===== config.mk =====
export PLATFORM = sky130hd
export DESIGN_NAME = id_ex_stage
export DESIGN_NICKNAME = d
export VERILOG_FILES = /design/src/rtl/id_ex_stage.sv
export SDC_FILE = /design/constraint.sdc
export NUM_CORES = 1
export LEC_CHECK = 0
export ABC_CLOCK_PERIOD_IN_PS = 2000
export CORE_ASPECT_RATIO = 0.5
export CORE_MARGIN = 10
export CORE_UTILIZATION = 39
export DETAILED_ROUTE_END_ITERATION = 10
export PLACE_DENSITY_LB_ADDON = 0.08
export SLEW_MARGIN = 10
export SYNTH_ARGS = -nofsm -noshare
export SYNTH_HDL_FRONTEND = slang
export SYNTH_SLANG_ARGS = --single-unit
export TNS_END_PERCENT = 20

===== constraint.sdc =====
create_clock -name clk -period 2 [get_ports clk]
set_input_delay 0.4 -clock clk [delete_from_list [all_inputs] [get_ports clk]]
set_output_delay 0.4 -clock clk [all_outputs]
set_load 0.02 [all_outputs]

===== src/rtl/id_ex_stage.sv =====
// ID/EX pipeline register: latches the decoded bundle for execute, and owns the
// load-use stall sequencer, wrong-path flush and the syscall drain-to-halt sequence.
module id_ex_stage #(
    parameter int LOAD_USE_BUBBLES = 1,
    parameter int DRAIN_CYCLES     = 3
) (
    input  logic        clk,
    input  logic        rst_b,
    input  logic        id_valid,
    input  logic [31:0] id_pc,
    input  logic [31:0] id_instr,
    input  logic [16:0] id_ctrl,
    input  logic [31:0] id_rs_data,
    input  logic [31:0] id_rt_data,
    input  logic        ex_redirect,
    input  logic        mem_busy,
    output logic        stall_id,
    output logic        ex_valid,
    output logic [31:0] ex_pc,
    output logic [16:0] ex_ctrl,
    output logic [31:0] ex_rs_data,
    output logic [31:0] ex_rt_data,
    output logic [31:0] ex_imm,
    output logic [4:0]  ex_shamt,
    output logic [4:0]  ex_dst,
    output logic        halted
);

    typedef enum logic [1:0] {
        RUN    = 2'd0,
        STALL  = 2'd1,
        DRAIN  = 2'd2,
        HALTED = 2'd3
    } state_t;

    typedef enum logic [1:0] {
        EX_HOLD   = 2'd0,
        EX_BUBBLE = 2'd1,
        EX_LOAD   = 2'd2
    } ex_op_t;

    // The first bubble is inserted from RUN, so STALL only covers the remaining ones.
    localparam int          LU_RELOAD = (LOAD_USE_BUBBLES > 1) ? LOAD_USE_BUBBLES - 2 : 0;
    localparam logic [3:0]  CNT_LU    = 4'(LU_RELOAD);
    localparam logic [3:0]  CNT_DRAIN = 4'(DRAIN_CYCLES - 1);

    state_t      state, state_next;
    ex_op_t      ex_op;
    logic [3:0]  cnt, cnt_next;
    logic        halt_set;
    logic        hazard;
    logic        ex_take;

    logic [4:0]  id_rs, id_rt, id_rd;
    logic [15:0] id_imm16;
    logic [31:0] imm_ext;
    logic [4:0]  dst_sel;
    logic        unused_bits;

    assign id_rs    = id_instr[25:21];
    assign id_rt    = id_instr[20:16];
    assign id_rd    = id_instr[15:11];
    assign id_imm16 = id_instr[15:0];

    assign unused_bits = ^{id_instr[31:26], id_instr[5:0]};

    assign imm_ext = id_ctrl[13] ? {{16{id_imm16[15]}}, id_imm16} : {16'h0000, id_imm16};
    assign dst_sel = (id_ctrl[3:0] == 4'b1101) ? 5'd31 : (id_ctrl[4] ? id_rd : id_rt);

    // A load in EX whose destination is a source of the ID instruction; $0 never counts.
    assign hazard = id_valid & ex_valid & ex_ctrl[7] & ex_ctrl[10] & (ex_dst != 5'd0) &
                    ((id_ctrl[15] & (id_rs == ex_dst)) | (id_ctrl[16] & (id_rt == ex_dst)));

    assign ex_take = (ex_op == EX_LOAD) & id_valid;

    always_comb begin
        state_next = state;
        cnt_next   = cnt;
        ex_op      = EX_HOLD;
        stall_id   = 1'b0;
        halt_set   = 1'b0;
        if (mem_busy) begin
            stall_id = 1'b1;
        end else begin
            case (state)
                RUN: begin
                    if (ex_redirect) begin
                        ex_op = EX_BUBBLE;
                    end else if (hazard) begin
                        ex_op    = EX_BUBBLE;
                        stall_id = 1'b1;
                        if (LOAD_USE_BUBBLES > 1) begin
                            state_next = STALL;
                            cnt_next   = CNT_LU;
                        end
                    end else if (id_valid & id_ctrl[11]) begin
                        ex_op      = EX_LOAD;
                        state_next = DRAIN;
                        cnt_next   = CNT_DRAIN;
                    end else begin
                        ex_op = EX_LOAD;
                    end
                end
                STALL: begin
                    ex_op    = EX_BUBBLE;
                    stall_id = 1'b1;
                    if (cnt == 4'd0) state_next = RUN;
                    else             cnt_next   = cnt - 4'd1;
                end
                DRAIN: begin
                    ex_op    = EX_BUBBLE;
                    stall_id = 1'b1;
                    if (cnt == 4'd0) begin
                        state_next = HALTED;
                        halt_set   = 1'b1;
                    end else begin
                        cnt_next = cnt - 4'd1;
                    end
                end
                HALTED: begin
                    ex_op    = EX_BUBBLE;
                    stall_id = 1'b1;
                end
                default: begin
                    state_next = RUN;
                    cnt_next   = 4'd0;
                end
            endcase
        end
    end

    always_ff @(posedge clk or negedge rst_b) begin
        if (!rst_b) begin
            state      <= RUN;
            cnt        <= 4'd0;
            halted     <= 1'b0;
            ex_valid   <= 1'b0;
            ex_pc      <= 32'h0;
            ex_ctrl    <= 17'h0;
            ex_rs_data <= 32'h0;
            ex_rt_data <= 32'h0;
            ex_imm     <= 32'h0;
            ex_shamt   <= 5'd0;
            ex_dst     <= 5'd0;
        end else begin
            state  <= state_next;
            cnt    <= cnt_next;
            halted <= halted | halt_set;
            // Anything other than a real capture leaves an all-zero bubble behind.
            if (ex_op != EX_HOLD) begin
                ex_valid   <= ex_take;
                ex_pc      <= ex_take ? id_pc      : 32'h0;
                ex_ctrl    <= ex_take ? id_ctrl    : 17'h0;
                ex_rs_data <= ex_take ? id_rs_data : 32'h0;
                ex_rt_data <= ex_take ? id_rt_data : 32'h0;
                ex_imm     <= ex_take ? imm_ext    : 32'h0;
                ex_shamt   <= ex_take ? id_instr[10:6] : 5'd0;
                ex_dst     <= ex_take ? dst_sel    : 5'd0;
            end
        end
    end

endmodule

==> metrics.md <==
| Metric | Value |
|---|---|
| FF-to-FF path depth | `7` |
| Vias per cell | `5.11` |
| Final setup viols | `1` |
| Main synth FF type | `dfrtp_1` |
| Synth warn | `0` |
| RSZ-0062 raised after global routing | `yes` |
| Unique masters post-synth | `34` |
| Routed via count | `4688` |
| Share of the yosys chip area belonging to registers | `63.4%` |
| Critical path, cell by cell | `clkdlybuf4s50_1 -> xnor2_1 -> nand4_1 -> o22ai_2 -> nand2_1 -> o21ai_1 -> buf_4` |
| DRT iter0 DRCs | `229` |
| Initial Util | `40.7%` |
| Int Pwr | `5.30 mW` |
| DRT Pass-1 Iters | `5` |
| Reg2reg start | `ex_dst[2]` |
| Worst rel slew slack | `27.9%` |
| Gpl congestion | `0.823` |
| Gate power share | `12.2%` |
| Largest net degree at the start of global routing | `104` |
| Reg-to-reg slack, setup | `0.05 ns` |
| Leakage | `4.34 nW` |
| Hold crit path type | `in -> async` |
| Peak supply drop | `618 µV` |
| Number of port buffers | `301` |
| CP Launch Type | `primary input` |
| Wire per inst | `21.3 µm` |
| Die Wd | `190 µm` |
| Cells after Synth | `411` |
| # DRC | `0` |
| First-pass GRT wire length | `30100 µm` |
| Clk_lat worst skew | `0.41 ns` |
| Number of nets in the layout | `870` |
| Num CTS Buffers | `17` |
| P per Cell Area | `733 nW/µm²` |
| Most frequent cell after synthesis | `dfrtp_1` |
| Core Footprint | `13900 µm²` |
| Design Area, Final | `9530 µm²` |
| FMAX | `465 MHz` |
| Worst Setup SP | `id_instr[17]` |
| CTS tree | `yes` |
| Switching share of power | `24.1%` |
| Clock Tree Buf Depth | `2` |
| Detail Route Antenna Nets | `0` |
| Crit path kind | `in -> out` |
| Sink Count | `143` |
| Fin worst setup slack | `-0.151 ns` |
| Switching pwr | `1.68 mW` |
| Period minus WS final | `2.15 ns` |
| Worst path top cell family by delay | `buffers and inverters` |
| Initial antenna violation count | `0` |
| Max Cap Viol | `0` |
| Die ar. | `20000 µm²` |
| Reg-to-reg endpoint | `state[0]` |
| Arr. time, crit path | `1.75 ns` |
| Failing checks | `setup timing` |
| FFs w/ async S/R, synth | `100%` |
| Required time of the critical path | `1.60 ns` |
| Crit-path max cell delay | `0.50 ns` |
| Number of synthesized flops with an enable pin | `0` |
| Crit share post-route | `108%` |
| Crit-path max FO | `2` |
| Top cells by count, synth | `dfrtp_1 (143), a22o_1 (134), buf_4 (24), clkbuf_1 (17), nand2_1 (11)` |
| Placed Area | `8900 µm²` |
| Area Growth Syn to Fin | `68.8%` |
| Post-DP HPWL | `14600 µm` |
| Max Slew Vio Count | `0` |
| Vias in the first global route | `5078` |
| Clock transition at path regs | `0.06 ns` |
| Syn Area/Cell | `13.7 µm²` |
| Utilization after layout | `68.8%` |
| Tightest Pin Transition | `1.08 ns` |
| Die height | `105 µm` |
| Pre-CTS setup slack | `-0.725 ns` |
| Endpoints failing hold | `0` |
| Root Buffer | `clkbuf_16` |
| Crit path buffers/inverters | `2` |
| IO Count | `308` |
| Status | `finished, violations left` |
| Flops & latches, synth | `143` |
| Post-Route WL | `19600 µm` |
| Total gr overflow | `0` |
| Share of cells above drive strength 1 | `10.9%` |
| CTS H-tree depth | `4` |
| FP Rows | `30` |
| Sequential Power Share | `43.1%` |
| Syn nets | `568` |
| Post-Syn Area | `5640 µm²` |
| Post-synth top area cell | `dfrtp_1` |
| Final Skew | `0.0144 ns` |
| Kind of end point of the critical path | `output pin` |
| Setup TNS | `-0.151 ns` |
| Top-area cell type share of the netlist area | `63.4%` |
| Tot GR Track Use | `19.0%` |
| Synth top area cells | `dfrtp_1 (63%), a22o_1 (21%), buf_4 (3.2%), ha_1 (1.6%), xnor2_1 (1.6%)` |
| Ant diodes | `0` |
| # fillers | `999` |
| Slowest library cell on the worst path | `clkdlybuf4s50_1` |
| Clock network fraction of design power | `44.7%` |
==> timing repair <==
item | 4_1_cts | 5_1_grt
setup buffers | 0 | 1
resized for setup | 38 | 6
endpoints found under the hold margin | 17 | 0
cloned | 0 | 0
endpoints found under the setup margin | 25 | 96
pin swaps | 6 | 4
hold buffers | 1 | 0
==> worst max path at each step <==
stage	slack, ns	cells after the start	end
floorplan	0.03	5	stall_id
global placement	-0.70	7	stall_id
detailed placement	-0.72	7	stall_id
CTS	-0.15	6	stall_id
global route	-0.26	6	stall_id
finish	-0.15	7	stall_id
==> stage by stage <==
stage | cells | power, mW | hold WS, ns
floorplan | 411 | 3.40 | 0.104
global placement | 884 | 3.88 | 0.258
detailed placement | 884 | 3.90 | 0.259
CTS | 916 | 7.05 | 0.394
global route | 917 | 7.27 | 0.417
finish | 917 | 6.98 | 0.395
==> kinds of logic after synthesis <==
logic type               after synthesis  synth area share [%]
buffers and inverters                 57                  5.72
flip-flops                           143                  63.4
AND/OR/NAND/NOR                       35                  3.22
adder cells (fa/ha/maj)                7                  1.55
XOR/XNOR                              10                  1.55
AO/OA/AOI/OAI                        152                  23.3
multiplexers                           7                  1.26
==> layout by cell type (no fill, tap or decap), drive strengths merged, types with 3 or more instances in the layout <==
cell type | netlist | final
dfrtp | 143 | 143
nand2 | 11 | 11
clkinvlp | 0 | 5
nand4 | 4 | 4
mux2i | 6 | 6
inv | 6 | 9
clkbuf | 17 | 19
a22o | 134 | 134
nor2 | 4 | 4
buf | 34 | 35
xnor2 | 10 | 10
nand3 | 5 | 5
ha | 7 | 7
clkdlybuf4s50 | 0 | 274
a21oi | 4 | 4
dlygate4sd2 | 0 | 24
o221ai | 3 | 3
==> flip-flops by register name (all words and copies together) (netlist names) <==
signal / count
ex_rs_data: 32
ex_dst: 5
ex_pc: 32
halted: 1
ex_valid: 1
cnt: 4
ex_imm: 17
state: 2
ex_rt_data: 32
ex_ctrl: 17
==> power groups by stage <==
| stage | Sequential [mW] | Combinational, mW | Clock (mW) |
|---|---|---|---|
| floorplan | 3.07 | 0.330 | 0 |
| global placement | 3.06 | 0.827 | 0 |
| detailed placement | 3.06 | 0.847 | 0 |
| CTS | 3.01 | 0.854 | 3.19 |
| global route | 3.02 | 0.936 | 3.31 |
| finish | 3.01 | 0.851 | 3.12 |
==> routing by layer <==
| metal | vias up | share of wire (%) | wire length [µm] | GRT usage (%) |
|---|---|---|---|---|
| met1 | 2353 | 42 | 8220 | 22.0 |
| met5 | - | 0 | 0 | 0 |
| met4 | 0 | 0.92 | 179 | 5.29 |
| met3 | 15 | 8.0 | 1560 | 7.23 |
| met2 | 178 | 49 | 9590 | 32.3 |
| li1 | 2142 | - | - | - |
==> final cells by class <==
class | instances | area (µm²) | area share (%)
Sequential cell | 143 | 3580 | 37.6
Timing Repair Buffer | 334 | 3310 | 34.8
Multi-Input combinational cell | 211 | 1790 | 18.8
Tap cell | 192 | 240 | 2.52
Clock inverter | 12 | 134 | 1.41
Clock buffer | 19 | 443 | 4.65
Inverter | 6 | 22.5 | 0.236
(Power assumes the default switching activity.)
